<file path="src/rtl/perips_pkg.sv">
// Shared definitions for the peripheral interrupt gateway: register offsets and ID/priority types.
package perips_pkg;

   localparam int unsigned IRQ_PRIO_W = 3;
   localparam int unsigned IRQ_ID_W   = 5;

   localparam logic [6:0] IRQ_PENDING_OFS = 7'h00;
   localparam logic [6:0] IRQ_ENABLE_OFS  = 7'h04;
   localparam logic [6:0] IRQ_THRESH_OFS  = 7'h08;
   localparam logic [6:0] IRQ_CLAIM_OFS   = 7'h0C;
   localparam logic [6:0] IRQ_PRIO_BASE   = 7'h40;

   typedef logic [IRQ_ID_W-1:0]   irq_id_t;
   typedef logic [IRQ_PRIO_W-1:0] irq_prio_t;

endpackage

</file>
<file path="src/rtl/perips_irq_arb.sv">
// Combinational priority selector: highest enabled priority above threshold wins, ties to lowest index.
module perips_irq_arb
   import perips_pkg::*;
#(
   parameter int unsigned NUM_SRC = 12,
   parameter int unsigned PRIO_W  = IRQ_PRIO_W
) (
   input  logic [NUM_SRC-1:0] pending_i,
   input  logic [NUM_SRC-1:0] enable_i,
   input  logic [PRIO_W-1:0]  prio_i [NUM_SRC],
   input  logic [PRIO_W-1:0]  thresh_i,
   output irq_id_t            best_id_c_o,
   output logic               valid_c_o
);

   logic [PRIO_W-1:0] best_prio;

   // Ascending scan with strict compare keeps the lowest index on equal priority.
   always_comb begin
      best_prio   = '0;
      best_id_c_o = '0;
      for (int unsigned i = 0; i < NUM_SRC; i++) begin
         if (pending_i[i] && enable_i[i] && (prio_i[i] > thresh_i) && (prio_i[i] > best_prio)) begin
            best_prio   = prio_i[i];
            best_id_c_o = irq_id_t'(i + 1);
         end
      end
   end

   assign valid_c_o = (best_id_c_o != '0);

endmodule

</file>
<file path="src/rtl/perips_irq_gateway.sv">
// Interrupt gateway with Wishbone claim/complete port driving one core external interrupt.
// Optional PERIPS_IRQ_SYNC_EN adds a 2-flop synchronizer on every source line.
module perips_irq_gateway
   import perips_pkg::*;
#(
   parameter int unsigned NUM_SRC      = 12,
   parameter int unsigned PRIO_W       = IRQ_PRIO_W,
   parameter int unsigned WB_AD_WIDTH  = 32,
   parameter int unsigned WB_DAT_WIDTH = 32
) (
   input  logic                      clk,
   input  logic                      rst,
   input  logic [NUM_SRC-1:0]        src_irq_i,
   input  logic                      wbm_irq_cyc_i,
   input  logic                      wbm_irq_stb_i,
   input  logic                      wbm_irq_we_i,
   input  logic [WB_AD_WIDTH-1:0]    wbm_irq_addr_i,
   input  logic [WB_DAT_WIDTH-1:0]   wbm_irq_wdata_i,
   input  logic [WB_DAT_WIDTH/8-1:0] wbm_irq_sel_i,
   output logic [WB_DAT_WIDTH-1:0]   irq_wbm_rdata_o,
   output logic                      irq_wbm_ack_o,
   output logic                      core_ext_irq_o
);

   localparam int unsigned WORD_W = 5;
   localparam logic [WORD_W-1:0] W_PEND = IRQ_PENDING_OFS[6:2];
   localparam logic [WORD_W-1:0] W_EN   = IRQ_ENABLE_OFS[6:2];
   localparam logic [WORD_W-1:0] W_THR  = IRQ_THRESH_OFS[6:2];
   localparam logic [WORD_W-1:0] W_CLM  = IRQ_CLAIM_OFS[6:2];
   localparam logic [WORD_W-1:0] W_PRIO = IRQ_PRIO_BASE[6:2];

   logic [NUM_SRC-1:0] src_gw;

`ifdef PERIPS_IRQ_SYNC_EN
   logic [NUM_SRC-1:0] sync1_q, sync2_q;

   always_ff @(posedge clk) begin
      if (rst) begin
         sync1_q <= '0;
         sync2_q <= '0;
      end else begin
         sync1_q <= src_irq_i;
         sync2_q <= sync1_q;
      end
   end

   assign src_gw = sync2_q;
`else
   assign src_gw = src_irq_i;
`endif

   logic [NUM_SRC-1:0]      pending_q, pending_d;
   logic [NUM_SRC-1:0]      in_flight_q, in_flight_d;
   logic [NUM_SRC-1:0]      enable_q, enable_d;
   logic [PRIO_W-1:0]       thresh_q, thresh_d;
   logic [PRIO_W-1:0]       prio_q [NUM_SRC];
   logic [PRIO_W-1:0]       prio_d [NUM_SRC];
   logic                    ack_q, ack_d;
   logic [WB_DAT_WIDTH-1:0] rdata_q, rdata_d;
   logic                    irq_q, irq_d;

   irq_id_t                 best_id;
   logic                    best_vld;
   logic                    req;
   logic [WORD_W-1:0]       word;
   logic                    unused_ok;

   perips_irq_arb #(
      .NUM_SRC (NUM_SRC),
      .PRIO_W  (PRIO_W)
   ) u_arb (
      .pending_i   (pending_q),
      .enable_i    (enable_q),
      .prio_i      (prio_q),
      .thresh_i    (thresh_q),
      .best_id_c_o (best_id),
      .valid_c_o   (best_vld)
   );

   assign req       = wbm_irq_cyc_i & wbm_irq_stb_i & ~ack_q;
   assign word      = wbm_irq_addr_i[6:2];
   assign unused_ok = ^{wbm_irq_addr_i[WB_AD_WIDTH-1:7], wbm_irq_addr_i[1:0], wbm_irq_sel_i};

   // Gateway, register file and claim/complete; the claim clear is applied after the gateway set.
   always_comb begin
      pending_d   = pending_q | (src_gw & ~in_flight_q);
      in_flight_d = in_flight_q;
      enable_d    = enable_q;
      thresh_d    = thresh_q;
      prio_d      = prio_q;
      ack_d       = req;
      rdata_d     = '0;
      irq_d       = best_vld;
      if (req) begin
         if (wbm_irq_we_i) begin
            case (word)
               W_EN:  enable_d = wbm_irq_wdata_i[NUM_SRC-1:0];
               W_THR: thresh_d = wbm_irq_wdata_i[PRIO_W-1:0];
               W_CLM: begin
                  for (int unsigned i = 0; i < NUM_SRC; i++) begin
                     if (wbm_irq_wdata_i == WB_DAT_WIDTH'(i + 1)) in_flight_d[i] = 1'b0;
                  end
               end
               default: begin
                  for (int unsigned i = 0; i < NUM_SRC; i++) begin
                     if (word == W_PRIO + WORD_W'(i)) prio_d[i] = wbm_irq_wdata_i[PRIO_W-1:0];
                  end
               end
            endcase
         end else begin
            case (word)
               W_PEND: rdata_d = WB_DAT_WIDTH'(pending_q);
               W_EN:   rdata_d = WB_DAT_WIDTH'(enable_q);
               W_THR:  rdata_d = WB_DAT_WIDTH'(thresh_q);
               W_CLM: begin
                  rdata_d = WB_DAT_WIDTH'(best_id);
                  for (int unsigned i = 0; i < NUM_SRC; i++) begin
                     if (best_id == irq_id_t'(i + 1)) begin
                        pending_d[i]   = 1'b0;
                        in_flight_d[i] = 1'b1;
                     end
                  end
               end
               default: begin
                  for (int unsigned i = 0; i < NUM_SRC; i++) begin
                     if (word == W_PRIO + WORD_W'(i)) rdata_d = WB_DAT_WIDTH'(prio_q[i]);
                  end
               end
            endcase
         end
      end
   end

   always_ff @(posedge clk) begin
      if (rst) begin
         pending_q   <= '0;
         in_flight_q <= '0;
         enable_q    <= '0;
         thresh_q    <= '0;
         ack_q       <= 1'b0;
         rdata_q     <= '0;
         irq_q       <= 1'b0;
         for (int unsigned i = 0; i < NUM_SRC; i++) prio_q[i] <= '0;
      end else begin
         pending_q   <= pending_d;
         in_flight_q <= in_flight_d;
         enable_q    <= enable_d;
         thresh_q    <= thresh_d;
         ack_q       <= ack_d;
         rdata_q     <= rdata_d;
         irq_q       <= irq_d;
         for (int unsigned i = 0; i < NUM_SRC; i++) prio_q[i] <= prio_d[i];
      end
   end

   assign irq_wbm_rdata_o = rdata_q;
   assign irq_wbm_ack_o   = ack_q;
   assign core_ext_irq_o  = irq_q;

endmodule

</file>
<file path="config.mk">
export PLATFORM = sky130hd
export DESIGN_NAME = perips_irq_gateway
export DESIGN_NICKNAME = d
export VERILOG_FILES = /design/src/rtl/perips_pkg.sv /design/src/rtl/perips_irq_arb.sv /design/src/rtl/perips_irq_gateway.sv
export SDC_FILE = /design/constraint.sdc
export NUM_CORES = 1
export LEC_CHECK = 0
export ABC_CLOCK_PERIOD_IN_PS = 45700
export BUFFER_PORTS_ARGS = -buffer_cell sky130_fd_sc_hd__buf_2
export CORE_MARGIN = 4
export CORE_UTILIZATION = 45
export CTS_CLUSTER_SIZE = 20
export DETAILED_ROUTE_END_ITERATION = 10
export PLACE_DENSITY = 0.64
export SYNTH_ARGS = -nofsm -noshare
export SYNTH_HDL_FRONTEND = slang
export SYNTH_HIERARCHICAL = 1
export SYNTH_SLANG_ARGS = --single-unit
</file>
<file path="constraint.sdc">
create_clock -name clk -period 45.7 [get_ports clk]
set_input_delay 9.14 -clock clk [delete_from_list [all_inputs] [get_ports clk]]
set_output_delay 9.14 -clock clk [all_outputs]
set_load 0.02 [all_outputs]
</file>
# ---- Yosys cells after proc, flatten, opt, wreduce, memory -nomap -nowiden
# Cells that the tools add are included.
dict set report word_totals {
  wordCells 269
  register_bits 109
  output_inout_bits 34
}
dict set report classes {
  n_bitwise 8
  muxes 78
  n_eq_ne 51
  n_reduce_logical 78
  magnitude_cmp 24
}
# op count
set ops {}
lappend ops {{$mux W32} 11}
lappend ops {{$eq A32 B4 Y1 const B} 5}
lappend ops {{$eq A32 B3 Y1 const B} 4}
lappend ops {{$pmux W32 S4} 1}
lappend ops {{$reduce_and A4 Y1} 24}
lappend ops {{$mux W12} 6}
lappend ops {{$gt A3 B3 Y1} 23}
lappend ops {{$eq A32 B2 Y1 const B} 2}
lappend ops {{$eq A5 B5 Y1 const B} 12}
lappend ops {{$mux W3} 16}
lappend ops {{$mux W1} 37}
lappend ops {{$logic_and A1 B1 Y1} 36}
lappend ops {{$eq A32 B1 Y1 const B} 1}
lappend ops {{$eq A5 B4 Y1 const B} 5}
lappend ops {{$ne A2 B1 Y1 const B} 12}
lappend ops {{$reduce_bool A2 Y1} 12}
lappend ops {{$eq A5 B2 Y1 const B} 4}
lappend ops {{$eq A5 B3 Y1 const B} 4}
lappend ops {{$mux W4} 5}
lappend ops {{$and A12 B12 Y12} 1}
lappend ops {{$not A12 Y12} 1}
lappend ops {{$or A12 B12 Y12} 1}
lappend ops {{$eq A5 B1 Y1 const B} 2}
lappend ops {{$reduce_and A3 Y1} 2}
lappend ops {{other kinds (7)} 12}

# ---- Longest topological paths before layout
# Gate-level depths: netlist of the first run.
dict set report logic_depth {
  depth_word 42
  mapped_depth 73
  depth_no_buf 73
}

# ---- Modules after synthesis
# Netlist of the first run, hierarchy kept.
# mod seq_area_each_um2 cells_per_inst instances area_each_um2
set by_module_without_submodules {}
lappend by_module_without_submodules {perips_irq_gateway 1781.7 472 1 4170.2}
lappend by_module_without_submodules {perips_irq_arb 0.0 318 1 2508.7}

# ---- Least setup slack after synthesis of the first run
# OpenSTA, ideal clock, no wires.
dict set report synth_path {
  path_kind {register -> register}
  start {reg thresh_q[1]}
  end {reg pending_q[8]}
  t_arrival_ns 14.582
  stages_incl_launch_ff 70
  path_buffers 0
  synth_period_minus_slack_ns 14.711
  setup_ns 0.129
  path_slack_ns 30.989
  path_cell_list {dfxtp_1 -> inv_1 -> ha_1 -> nor2b_1 -> or3_1 -> nand3_2 -> ha_1 -> a21oi_1 -> a22oi_2 -> and3_4 -> o21a_1 -> ha_1 -> a21oi_1 -> a22oi_2 -> nand3_4 -> mux2_2 -> ha_1 -> nand3_1 -> [... 34 more ...] -> o31ai_2 -> a32oi_2 -> mux2_4 -> ha_1 -> nor2b_1 -> o21a_1 -> o221ai_1 -> mux2_2 -> ha_1 -> nor2b_1 -> o21a_1 -> o221ai_1 -> a21boi_0 -> inv_1 -> nor4_1 -> and2b_1 -> nand2_1 -> nor3b_1}
}
dict set report synth_between {
  elab_chain_len 42
  elab_cells_between_ends 75
  classes_between {order compare (23); eq/ne (1); mux (27); reduce/logical (24)}
}
# item line_no
set synth_rtl {}
lappend synth_rtl {{start: declaration} perips_irq_gateway.sv:55} ;# logic [PRIO_W-1:0] thresh_q, thresh_d;
lappend synth_rtl {{start signal: assignment} perips_irq_gateway.sv:148} ;# thresh_q <= thresh_d;
lappend synth_rtl {{$gt A3 B3 Y1} perips_irq_arb.sv:23} ;# if (pending_i[i] && enable_i[i] && (prio_i[i] > thresh_i) && (prio_i[i] > best_prio)) begin
lappend synth_rtl {{$logic_and A1 B1 Y1 (2 in series)} perips_irq_arb.sv:23}
lappend synth_rtl {{$mux W3} perips_irq_arb.sv:23}
lappend synth_rtl {{$gt A3 B3 Y1} perips_irq_arb.sv:23}
lappend synth_rtl {{$logic_and A1 B1 Y1} perips_irq_arb.sv:23}
lappend synth_rtl {{$mux W3} perips_irq_arb.sv:23}
lappend synth_rtl {{$gt A3 B3 Y1} perips_irq_arb.sv:23}
lappend synth_rtl {{$logic_and A1 B1 Y1} perips_irq_arb.sv:23}
lappend synth_rtl {{[... 26 more ...]} -}
lappend synth_rtl {{$logic_and A1 B1 Y1} perips_irq_arb.sv:23}
lappend synth_rtl {{$mux W4 (*)} perips_irq_arb.sv:23}
lappend synth_rtl {{net best_id[0]} perips_irq_gateway.sv:62} ;# irq_id_t best_id;
lappend synth_rtl {{$eq A5 B4 Y1 (*)} perips_irq_gateway.sv:118} ;# if (best_id == irq_id_t'(i + 1)) begin
lappend synth_rtl {{$mux W1 (*)} perips_irq_gateway.sv:118}
lappend synth_rtl {{$mux W12 (*)} perips_irq_gateway.sv:111} ;# case (word)
lappend synth_rtl {{$mux W12 (*)} perips_irq_gateway.sv:95} ;# if (wbm_irq_we_i) begin
lappend synth_rtl {{$mux W12 (*)} perips_irq_gateway.sv:94} ;# if (req) begin
lappend synth_rtl {{end signal: assignment} perips_irq_gateway.sv:145} ;# pending_q <= pending_d;
lappend synth_rtl {{end: declaration} perips_irq_gateway.sv:52} ;# logic [NUM_SRC-1:0] pending_q, pending_d;
# Mark *: on every way through the listed nets, which the timed path passes. The rest lies on a longest branch.
# A chain may end at the register's enable or synchronous reset.

# ---- Worst setup path in the final report of the first run
# Same ends and word-level chain as after synthesis.

==> results of run 1 <==
[worst min path at each step]
stage / to / startpoint / slack, ps
after detailed placement: in_flight_q[1] / in_flight_q[1] / 470
after global routing: prio_q[9] / prio_q[9] / 500
after floorplan: prio_q[9] / prio_q[9] / 440
after CTS: in_flight_q[1] / in_flight_q[1] / 480
final: in_flight_q[1] / in_flight_q[1] / 480
after global placement: in_flight_q[1] / in_flight_q[1] / 460
[state kept, by name, indices dropped and copies added, names as in the netlist]
register / count
prio_q: 36
enable_q: 12
in_flight_q: 12
irq_wbm_rdata_o: 12
pending_q: 12
thresh_q: 3
core_ext_irq_o: 1
irq_wbm_ack_o: 1
[Yosys cell counts (all sizes together), types with 13 or more instances]
cell type	n	share of area, %
nand3	32	2.7
nor2	86	4.9
a31oi	16	1.7
dfxtp	89	27
and3	14	1.4
buf	28	3.0
nor3	18	1.3
mux2i	48	7.2
a21oi	62	4.6
o21a	13	1.5
ha	57	11
nand2	50	2.8
nor2b	25	2.3
clkbuf	26	1.5
o21ai	26	1.9
inv	40	2.2
[stage by stage]
| step | cells | power, mW |
|---|---|---|
| finish | 1024 | 0.161 |
| global route | 1024 | 0.167 |
| global placement | 1008 | 0.0937 |
| CTS | 1024 | 0.162 |
| floorplan | 809 | 0.0907 |
| detailed placement | 1008 | 0.0937 |
[where the power goes]
part	internal, mW	total (mW)	switching (mW)
Clock	0.0370	0.0687	0.0317
Sequential	0.0785	0.0794	0.000938
Combinational	0.00439	0.0127	0.00831
[per-layer routing]
| metal | track usage, % | wire [um] |
|---|---|---|
| met5 | 0 | 0 |
| met4 | 7.46 | 469 |
| met1 | 30.5 | 8490 |
| met3 | 3.68 | 1150 |
| met2 | 34.8 | 8120 |
[cell usage in the layout (no fill, tap or decap), drive strengths merged, types with 8 or more instances in the layout]
cell and instances:
and3 14, o21ai 26, o21a 13, inv 41
ha 57, a31oi 16, nand3b 9, conb 21
nor2 86, nor2b 25, nand3 32, and2 8
dfxtp 89, nor3 18, mux2i 48, a21oi 62
buf 69, clkbuf 10, nand2 50, mux2 8
mux4 8, nor4 8
[layout make-up]
type,count,area [um^2]
Tap cell,184,230
Clock inverter,6,43.8
Sequential cell,89,1780
Inverter,40,150
Timing Repair Buffer,69,350
Fill cell,1483,7230
Clock buffer,10,229
Multi-Input combinational cell,626,4520
[cells by family (layout without fill, tap and decap cells)]
kind of cell	count (synthesis)	in the layout
flip-flops	89	89
multiplexers	64	64
buffers and inverters	94	125
AO/OA/AOI/OAI	193	193
AND/OR/NAND/NOR	290	290
other	2	21
adder cells (fa/ha/maj)	58	58
[critical path, delay by kind of cell, from the launching register on]
| family | cells | cell delay (ps) |
|---|---|---|
| buffers and inverters | 3 | 670 |
| AOI/OAI and AO/OA | 23 | 6270 |
| muxes | 5 | 1820 |
| DFF | 1 | 320 |
| adders and majority gates | 13 | 3890 |
| and+or+nand+nor | 25 | 4540 |
==> metrics.md, run 1 <==
| Metric | Value |
|---|---|
| Status | `finished, final reports clean` |
| Post-CTS Hold Fix Bufs | `0` |
| Final instance area | `0.00730 mm^2` |
| Residual DRC | `0` |
| Worst path most repeated cell | `ha_1` |
| CP endpoint | `pending_q[8]` |
| Min Tclk post-route | `17,650 ps` |
| Worst rel slew slack | `32.9%` |
| Via count | `5,975` |
| Simple logic cell fraction of the synthesized area | `22.8%` |
| Worst setup SP type | `flop` |
| Drt via density | `5.83` |
| Synth Instances | `790` |
| Post-route ant nets | `0` |
| Detailed Route Iter0 Violations | `355` |
| IO Port Bufs | `67` |
| P&R area growth vs syn | `9.37%` |
| Overflow after GRT | `0` |
| R2r startpoint | `thresh_q[1]` |
| CP arrival | `17,850 ps` |
| Crit path launch | `thresh_q[1]` |
| Drt wl/cell | `17.8 um` |
| Number of flops mapped to enable cells by yosys | `0` |
| Num Clock Sinks | `89` |
| Power Dens Cells | `22.0 mW/mm^2` |
| Number of H-tree levels | `3` |
| RSZ-0062 raised after global routing | `false` |
| Chip height | `130 um` |
| Global-route wire length before repair | `29,600 um` |
| Worst path max stage delay | `690 ps` |
| Mux cell area share after synthesis | `11.4%` |
| Core Region | `0.0145 mm^2` |
| Largest net degree at the start of global routing | `79` |
| Pre-CTS worst setup slack | `28,080 ps` |
| Maximum vdd drop | `22.9 uV` |
| Register area share after synthesis | `26.7%` |
| Clock-pin slew on the worst setup and hold paths | `70 ps` |
| Final nets | `977` |
| Final worst slack | `28,050 ps` |
| Worst-Margin Slew | `998 ps` |
| Path type of the worst setup path | `flop to flop` |
| Ratio of cells with drive above 1 in the final layout | `16.1%` |
| Max Clock Freq | `0.0567 GHz` |
| Reg-to-reg critical path endpoint | `pending_q[8]` |
| Final period util | `38.6%` |
| Hold_ws | `482 ps` |
| GRT Util Overall | `22.0%` |
| Clk Latency, worst-skew pair | `340 ps` |
| Iteration count of the initial detailed-routing pass | `5` |
| Reg2Reg Setup Slack | `28,050 ps` |
| Final hold vios | `0` |
| Final number of setup-violating endpoints | `0` |
| TritonCTS clock tree | `done` |
| R2R cell count | `69` |
| Static Leak | `2.83 nW` |
| Setup_tns | `0 ps` |
| Worst Path Max Fanout | `12` |
| Post-DP Area | `0.00703 mm^2` |
| Cts repair resizes | `0` |
| Cell Area, Synth | `0.00668 mm^2` |
| Max Transition Viols Final | `0` |
| Fin util | `50.3%` |
| RD Place Congestion | `0.926` |
| Max-Cap Viols | `0` |
| Clk root buf | `clkbuf_16` |
| Num CTS Buffers | `9` |
| XOR/XNOR Fraction of Synth Area | `0%` |
| Number of antenna violations at the first check in global routing | `0` |
| Synth Area in Compound Gates | `21.4%` |
| Clk_skew | `6.43 ps` |
| Adder-Cell Fraction of Synth Area | `10.8%` |
| CP max stage cell | `nor4_1` |
| Clock Tree Buf Depth | `2` |
| Site Rows | `44` |
| Worst Setup End Kind | `flop` |
| Share of async-settable or async-resettable flops after synthesis | `0%` |
| Flop and latch count out of synthesis | `89` |
| Vias in the first global route | `5,662` |
| Data required, critical path | `45,900 ps` |
| Hold Crit Class | `flop to flop` |
| Distinct cells, synth | `90` |
| Starting Density | `46.0%` |
| Largest family of logic cells by synthesized area | `simple AND/OR/NAND/NOR gates` |
| Cells on Worst Hold Path | `2` |
| Synth Flop Type | `dfxtp_1` |
| Synth warnings | `6` |
| Die Width | `130 um` |
| Diode count | `0` |
| Final HPWL DP | `13,800 um` |
| Mean Syn Cell Area | `8.45 um^2` |
| I/O pin cnt | `119` |
| Post-CTS Setup Repair Bufs | `0` |
| DRT Wirelength | `18,200 um` |
| Die area | `0.0169 mm^2` |
No activity file was read; power rests on OpenSTA's default activity.
==> run 2: changes to the inputs <==
- ABC_CLOCK_PERIOD_IN_PS: 45700 -> 18300
- clock period: 45.7 -> 18.3 ns (I/O delays scaled with it)
==> run 2 against run 1 <==
Routed wire length is 1.9% higher. Sequential power is 150% higher. Count of clock-buffer cells in the layout down 1. First-iteration DRC count rose by 26%. Design area grew 1.2%. Utilization up 0.59 points. Hold slack worse by 6.1 ps. Critical path depth unchanged. Power grew to 2.7 times the previous value. Via count increased by 1.5%. Maximum frequency is 2.0% higher. Largest power group is now clock.
==> metrics.md, run 2 (synthesis results as in run 1) <==
| Metric | Value |
|---|---|
| Worst setup SP type | `flop (unchanged)` |
| Switching power total | `106 uW (was 41.0 uW)` |
| TritonCTS clock tree | `done (unchanged)` |
| CP arrival | `17,490 ps (was 17,850 ps)` |
| Overflow after GRT | `0 (unchanged)` |
| Starting Density | `46.0% (unchanged)` |
| Num Clock Sinks | `89 (unchanged)` |
| Total power | `434 uW (was 161 uW)` |
| Vias in the first global route | `5,540 (was 5,662)` |
| Sw Ratio | `24.4% (was 25.5%)` |
| Most frequent cells in the layout | `dfxtp_1, nor2_1, buf_2 (unchanged)` |
| Clk_skew | `6.05 ps (was 6.43 ps)` |
| Via count | `6,064 (was 5,975)` |
| GRT Util Overall | `22.2% (was 22.0%)` |
| Status | `finished, final reports clean (unchanged)` |
| Placed Cells incl. Taps | `1,010 (was 1,008)` |
| Post-DP Area | `0.00705 mm^2 (was 0.00703 mm^2)` |
| Ratio of cells with drive above 1 in the final layout | `16.7% (was 16.1%)` |
| Post-route ant nets | `0 (unchanged)` |
| Number of antenna violations at the first check in global routing | `0 (unchanged)` |
| Global-route wire length before repair | `29,600 um (about the same)` |
| Min Tclk post-route | `17,300 ps (was 17,650 ps)` |
| Diode count | `0 (unchanged)` |
| Fin util | `50.9% (was 50.3%)` |
| Residual DRC | `0 (unchanged)` |
| Die area | `0.0169 mm^2 (unchanged)` |
| Maximum vdd drop | `58.5 uV (was 22.9 uV)` |
| Path type of the worst setup path | `flop to flop (unchanged)` |
| Core Region | `0.0145 mm^2 (unchanged)` |
| Worst rel slew slack | `39.1% (was 32.9%)` |
| Max Transition Viols Final | `0 (unchanged)` |
| I/O pin cnt | `119 (unchanged)` |
| RD Place Congestion | `0.928 (was 0.926)` |
| Max Clock Freq | `0.0578 GHz (was 0.0567 GHz)` |
| Clk Latency, worst-skew pair | `340 ps (about the same)` |
| Commonest non-fill, non-tap cell in the layout | `dfxtp_1 (unchanged)` |
| Clock-pin slew on the worst setup and hold paths | `70 ps (about the same)` |
| Multi-input logic area | `0.00453 mm^2 (was 0.00452 mm^2)` |
| Num CTS Buffers | `9 (unchanged)` |
| Clock power frac | `46.9% (was 42.7%)` |
| CP max stage cell | `nor4_2 (was nor4_1)` |
| Final instance area | `0.00739 mm^2 (was 0.00730 mm^2)` |
| Worst path max stage delay | `510 ps (was 690 ps)` |
| FF/Latch Area | `0.00178 mm^2 (unchanged)` |
| Detailed Route Iter0 Violations | `446 (was 355)` |
| IO Port Bufs | `67 (unchanged)` |
| Iteration count of the initial detailed-routing pass | `6 (was 5)` |
| Layout Cells excl Fill | `1,026 (was 1,024)` |
| Drt wl/cell | `18.1 um (was 17.8 um)` |
| DRT Wirelength | `18,600 um (was 18,200 um)` |
| Max-Cap Viols | `0 (unchanged)` |
| Clock Tree Buf Depth | `2 (unchanged)` |
| RSZ-0062 raised after global routing | `false (unchanged)` |
| Chip height | `130 um (unchanged)` |
| Static Leak | `2.87 nW (was 2.83 nW)` |
| Drt via density | `5.91 (was 5.83)` |
| Clk root buf | `clkbuf_16 (unchanged)` |
| Worst Setup End Kind | `flop (unchanged)` |
| Setup_tns | `0 ps (unchanged)` |
| Hold Crit Class | `flop to flop (unchanged)` |
| Final nets | `979 (was 977)` |
| Layout fillers | `1,471 (was 1,483)` |
| Final period util | `94.5% (was 38.6%)` |
| Post-CTS Hold Fix Bufs | `0 (unchanged)` |
| Top reg by flops | `prio_q (unchanged)` |
| Power Dens Cells | `58.7 mW/mm^2 (was 22.0 mW/mm^2)` |
| Seq pwr share | `45.7% (was 49.4%)` |
| Comb power frac | `7.4% (was 7.9%)` |
| P_int | `328 uW (was 120 uW)` |
| Final number of setup-violating endpoints | `0 (unchanged)` |
| Worst path most repeated cell | `ha_1 (unchanged)` |
| Final HPWL DP | `13,800 um (about the same)` |
| Data required, critical path | `18,500 ps (was 45,900 ps)` |
| Worst Path Max Fanout | `12 (unchanged)` |
| Worst-Margin Slew | `906 ps (was 998 ps)` |
| Site Rows | `44 (unchanged)` |
| Final hold vios | `0 (unchanged)` |
| Number of H-tree levels | `3 (unchanged)` |
| P&R area growth vs syn | `10.7% (was 9.37%)` |
| Largest net degree at the start of global routing | `79 (unchanged)` |
| Largest register FFs | `36 (unchanged)` |
| Die Width | `130 um (unchanged)` |
## run 2: changes by cell type in the layout (fill, tap and decap cells not counted), moves of 2 or more
cell        before  now
clkinv_4         0    2
bufinv_16        0    2
buf_4            2    4
clkinvlp_4       4    2
## run 2: final timing paths
path,startpoint,endpoint,slack (ps),cells after the start
max,thresh_q[2],pending_q[0],1000,69
min,in_flight_q[1],in_flight_q[1],480,2
max reg2reg,thresh_q[2],pending_q[0],1000,69
min reg2reg,in_flight_q[1],in_flight_q[1],480,2
## run 2: cell type report
type                            count  share of cell area [%]
Clock buffer                        9                    3.05
Clock inverter                      7                    1.39
Inverter                           40                    2.08
Multi-Input combinational cell    626                    61.3
Sequential cell                    89                    24.1
Tap cell                          184                    3.11
Timing Repair Buffer               71                    4.94
## run 2: layer usage
layer / track usage, % / vias to the layer above / part of all wire [%]
li1: - / 2960 / -
met1: 31.1 / 2849 / 45
met2: 35.2 / 224 / 46
met3: 3.15 / 31 / 6.9
met4: 7.46 / 0 / 1.8
met5: 0 / - / 0
## run 2: critical path, delay by kind of cell (launching register included)
kind                       cells  cell delay [ps]
buffers and inverters          3              560
and+or+nand+nor               24             4180
DFF                            1              400
muxes                          5             1750
AOI/OAI and AO/OA             24             6270
adders and majority gates     13             3980
## run 2: power by group through the flow
stage	sequential, mW	clock (mW)	combinational (mW)
floorplan	0.202	0	0.0247
global placement	0.203	0	0.0316
detailed placement	0.203	0	0.0316
CTS	0.198	0.206	0.0317
global route	0.198	0.213	0.0352
finish	0.198	0.204	0.0322
## run 2: what timing repair did
item,in CTS,in global routing
setup buffers,0,0
setup endpoints to repair,0,12
resized for setup,0,4
## run 2: through the flow
stage / setup slack (ps) / hold WS [ps]
finish: 1000 / 476
global route: 51.6 / 500
CTS: 523 / 477
detailed placement: 578 / 463
global placement: 656 / 460
floorplan: 3590 / 445
==> run 3: changes to the inputs <==
- CORE_ASPECT_RATIO: not set -> 2
- REMOVE_ABC_BUFFERS: not set -> 1
==> run 3 against run 2 <==
Combinational power about the same. Highest routed layer unchanged. Critical endpoint is now pending_q[8]. Count of clock-buffer cells in the layout increased by 1. Register-to-register slack improved by 230 ps.
==> metrics.md, run 3 (synthesis results as in run 1) <==
| Metric | Value |
|---|---|
| Vias in the first global route | `6,104 (was 5,540)` |
| Status | `finished, final reports clean (unchanged)` |
| Worst path max stage delay | `540 ps (was 510 ps)` |
| Die Width | `94.1 um (was 130 um)` |
| Max Clock Freq | `0.0586 GHz (was 0.0578 GHz)` |
| Chip height | `180 um (was 130 um)` |
| R2R cell count | `71 (was 69)` |
| Final HPWL DP | `15,800 um (was 13,800 um)` |
| Path type of the worst setup path | `flop to flop (unchanged)` |
| Final worst slack | `1230 ps (was 1000 ps)` |
| Num Clock Sinks | `89 (unchanged)` |
| Final number of setup-violating endpoints | `0 (unchanged)` |
| Max Transition Viols Final | `0 (unchanged)` |
| Switching power total | `110 uW (was 106 uW)` |
| Diode count | `0 (unchanged)` |
| CP arrival | `17,270 ps (was 17,490 ps)` |
| Sw Ratio | `26.4% (was 24.4%)` |
| Clock power frac | `44.5% (was 46.9%)` |
| Drt wl/cell | `19.6 um (was 18.1 um)` |
| Crit path depth | `71 (was 69)` |
| CP endpoint | `pending_q[8] (was pending_q[0])` |
| Comb power frac | `7.7% (was 7.4%)` |
| Number of H-tree levels | `3 (unchanged)` |
| IO Port Bufs | `67 (unchanged)` |
| Final nets | `981 (was 979)` |
| Final period util | `93.3% (was 94.5%)` |
| Core Region | `0.0144 mm^2 (was 0.0145 mm^2)` |
| Final hold vios | `0 (unchanged)` |
| Num CTS Buffers | `9 (unchanged)` |
| Largest net degree at the start of global routing | `78 (was 79)` |
| Hold Crit Class | `flop to flop (unchanged)` |
| Worst Path Max Fanout | `12 (unchanged)` |
| Clk_skew | `8.81 ps (was 6.05 ps)` |
| Most frequent cells in the layout | `dfxtp_1, nor2_1, buf_2 (unchanged)` |
| Clock-pin slew on the worst setup and hold paths | `70 ps (about the same)` |
| Worst-Margin Slew | `910 ps (was 906 ps)` |
| I/O pin cnt | `119 (unchanged)` |
| Worst path most repeated cell | `ha_1 (unchanged)` |
| Post-route ant nets | `0 (unchanged)` |
| Iteration count of the initial detailed-routing pass | `6 (unchanged)` |
| Residual DRC | `0 (unchanged)` |
| DRT Wirelength | `20,300 um (was 18,600 um)` |
| P_int | `306 uW (was 328 uW)` |
| Layout fillers | `1,481 (was 1,471)` |
| Via count | `6,132 (was 6,064)` |
| R2r startpoint | `thresh_q[2] (unchanged)` |
| Fin util | `51.1% (was 50.9%)` |
| CP Buf/Inv Count | `5 (was 3)` |
| Clk Latency, worst-skew pair | `350 ps (was 340 ps)` |
| GRT Util Overall | `24.2% (was 22.2%)` |
| Min Tclk post-route | `17,070 ps (was 17,300 ps)` |
| Detailed Route Iter0 Violations | `387 (was 446)` |
| Clock Tree Buf Depth | `2 (unchanged)` |
| Static Leak | `2.87 nW (about the same)` |
| Worst Setup End Kind | `flop (unchanged)` |
| Reg-to-reg critical path endpoint | `pending_q[8] (was pending_q[0])` |
| Largest register FFs | `36 (unchanged)` |
| Reg2Reg Setup Slack | `1230 ps (was 1000 ps)` |
| Drt via density | `5.92 (was 5.91)` |
| Starting Density | `46.3% (was 46.0%)` |
| Power Dens Cells | `56.4 mW/mm^2 (was 58.7 mW/mm^2)` |
| Global-route wire length before repair | `31,700 um (was 29,600 um)` |
| Top reg by flops | `prio_q (unchanged)` |
| Worst setup SP type | `flop (unchanged)` |
| Crit-path leading delay family | `compound AO/OA/AOI/OAI gates (unchanged)` |
| Overflow after GRT | `0 (unchanged)` |
| Setup_tns | `0 ps (unchanged)` |
| TritonCTS clock tree | `done (unchanged)` |
| RD Place Congestion | `0.915 (was 0.928)` |
| P&R area growth vs syn | `10.4% (was 10.7%)` |
| Seq pwr share | `47.8% (was 45.7%)` |
| Site Rows | `62 (was 44)` |
| Commonest non-fill, non-tap cell in the layout | `dfxtp_1 (unchanged)` |
| Worst rel slew slack | `38.8% (was 39.1%)` |
| RSZ-0062 raised after global routing | `false (unchanged)` |
| Crit path launch | `thresh_q[2] (unchanged)` |
| Number of antenna violations at the first check in global routing | `0 (unchanged)` |
| Clk root buf | `clkbuf_16 (unchanged)` |
| Data required, critical path | `18,500 ps (about the same)` |
| Maximum vdd drop | `63.0 uV (was 58.5 uV)` |
| Max-Cap Viols | `0 (unchanged)` |
| Ratio of cells with drive above 1 in the final layout | `16.7% (about the same)` |
| Pre-CTS worst setup slack | `1230 ps (was 578 ps)` |
| CP max stage cell | `a21boi_0 (was nor4_2)` |
| Die area | `0.0170 mm^2 (was 0.0169 mm^2)` |
[run 3: cell count changes in the layout (fill, tap and decap cells not counted), moves of 2 or more]
cell / before / now
buf_4: 4 / 6
bufinv_16: 2 / 0
inv_6: 2 / 4
clkinvlp_4: 2 / 0
[run 3: worst min path at each step]
stage	cells past startpoint	slack (ps)	from	end
4_1_cts	2	480	in_flight_q[0]	in_flight_q[0]
2_1_floorplan	2	440	prio_q[9]	prio_q[9]
5_1_grt	2	520	in_flight_q[1]	in_flight_q[1]
3_5_place_dp	2	470	in_flight_q[0]	in_flight_q[0]
3_3_place_gp	2	460	in_flight_q[1]	in_flight_q[1]
6_report	2	480	in_flight_q[0]	in_flight_q[0]
[run 3: area by class of cell]
class	count	area, um^2	share of cell area [%]
multi-input combinational	626	4530	61.4
sequential	89	1780	24.2
timing repair buffer	73	380	5.16
tap	192	240	3.26
clock buffer	10	239	3.24
inverter	40	150	2.04
clock inverter	6	55.1	0.747
[run 3: repair_timing]
item                                    in CTS  in global routing
hold buffers                                 0                  0
buffers inserted                             0                  0
endpoints found under the hold margin        0                  0
resized for setup                            0                  1
endpoints found under the setup margin       0                  3
[run 3: stage by stage]
stage | cells | hold WS (ps) | total power [mW] | cell area (um^2)
final | 1036 | 483 | 0.416 | 7370
after global routing | 1036 | 518 | 0.430 | 7370
after CTS | 1036 | 485 | 0.418 | 7370
after detailed placement | 1020 | 475 | 0.235 | 7070
after global placement | 1020 | 455 | 0.235 | 7070
after floorplan | 755 | 439 | 0.216 | 6450
[run 3: power by group through the flow]
stage	clock network, mW	registers [mW]	logic, mW
2_1_floorplan	0	0.202	0.0145
4_1_cts	0.187	0.199	0.0319
3_3_place_gp	0	0.203	0.0316
5_1_grt	0.196	0.199	0.0350
6_report	0.185	0.199	0.0321
3_5_place_dp	0	0.203	0.0318
[run 3: routing by layer]
layer  part of all wire, %  track usage (%)
met4                   6.5             15.3
met3                   4.3             3.13
met2                    54             44.8
met5                     0                0
met1                    35             24.6
[run 3: worst reg2reg max path, delay by kind of cell (launching register included)]
kind,cells,cell delay [ps]
AO/OA/AOI/OAI,22,6060
adder cells (fa/ha/maj),13,3880
buffers and inverters,5,610
flip-flops,1,350
multiplexers,5,1810
AND/OR/NAND/NOR,26,4210
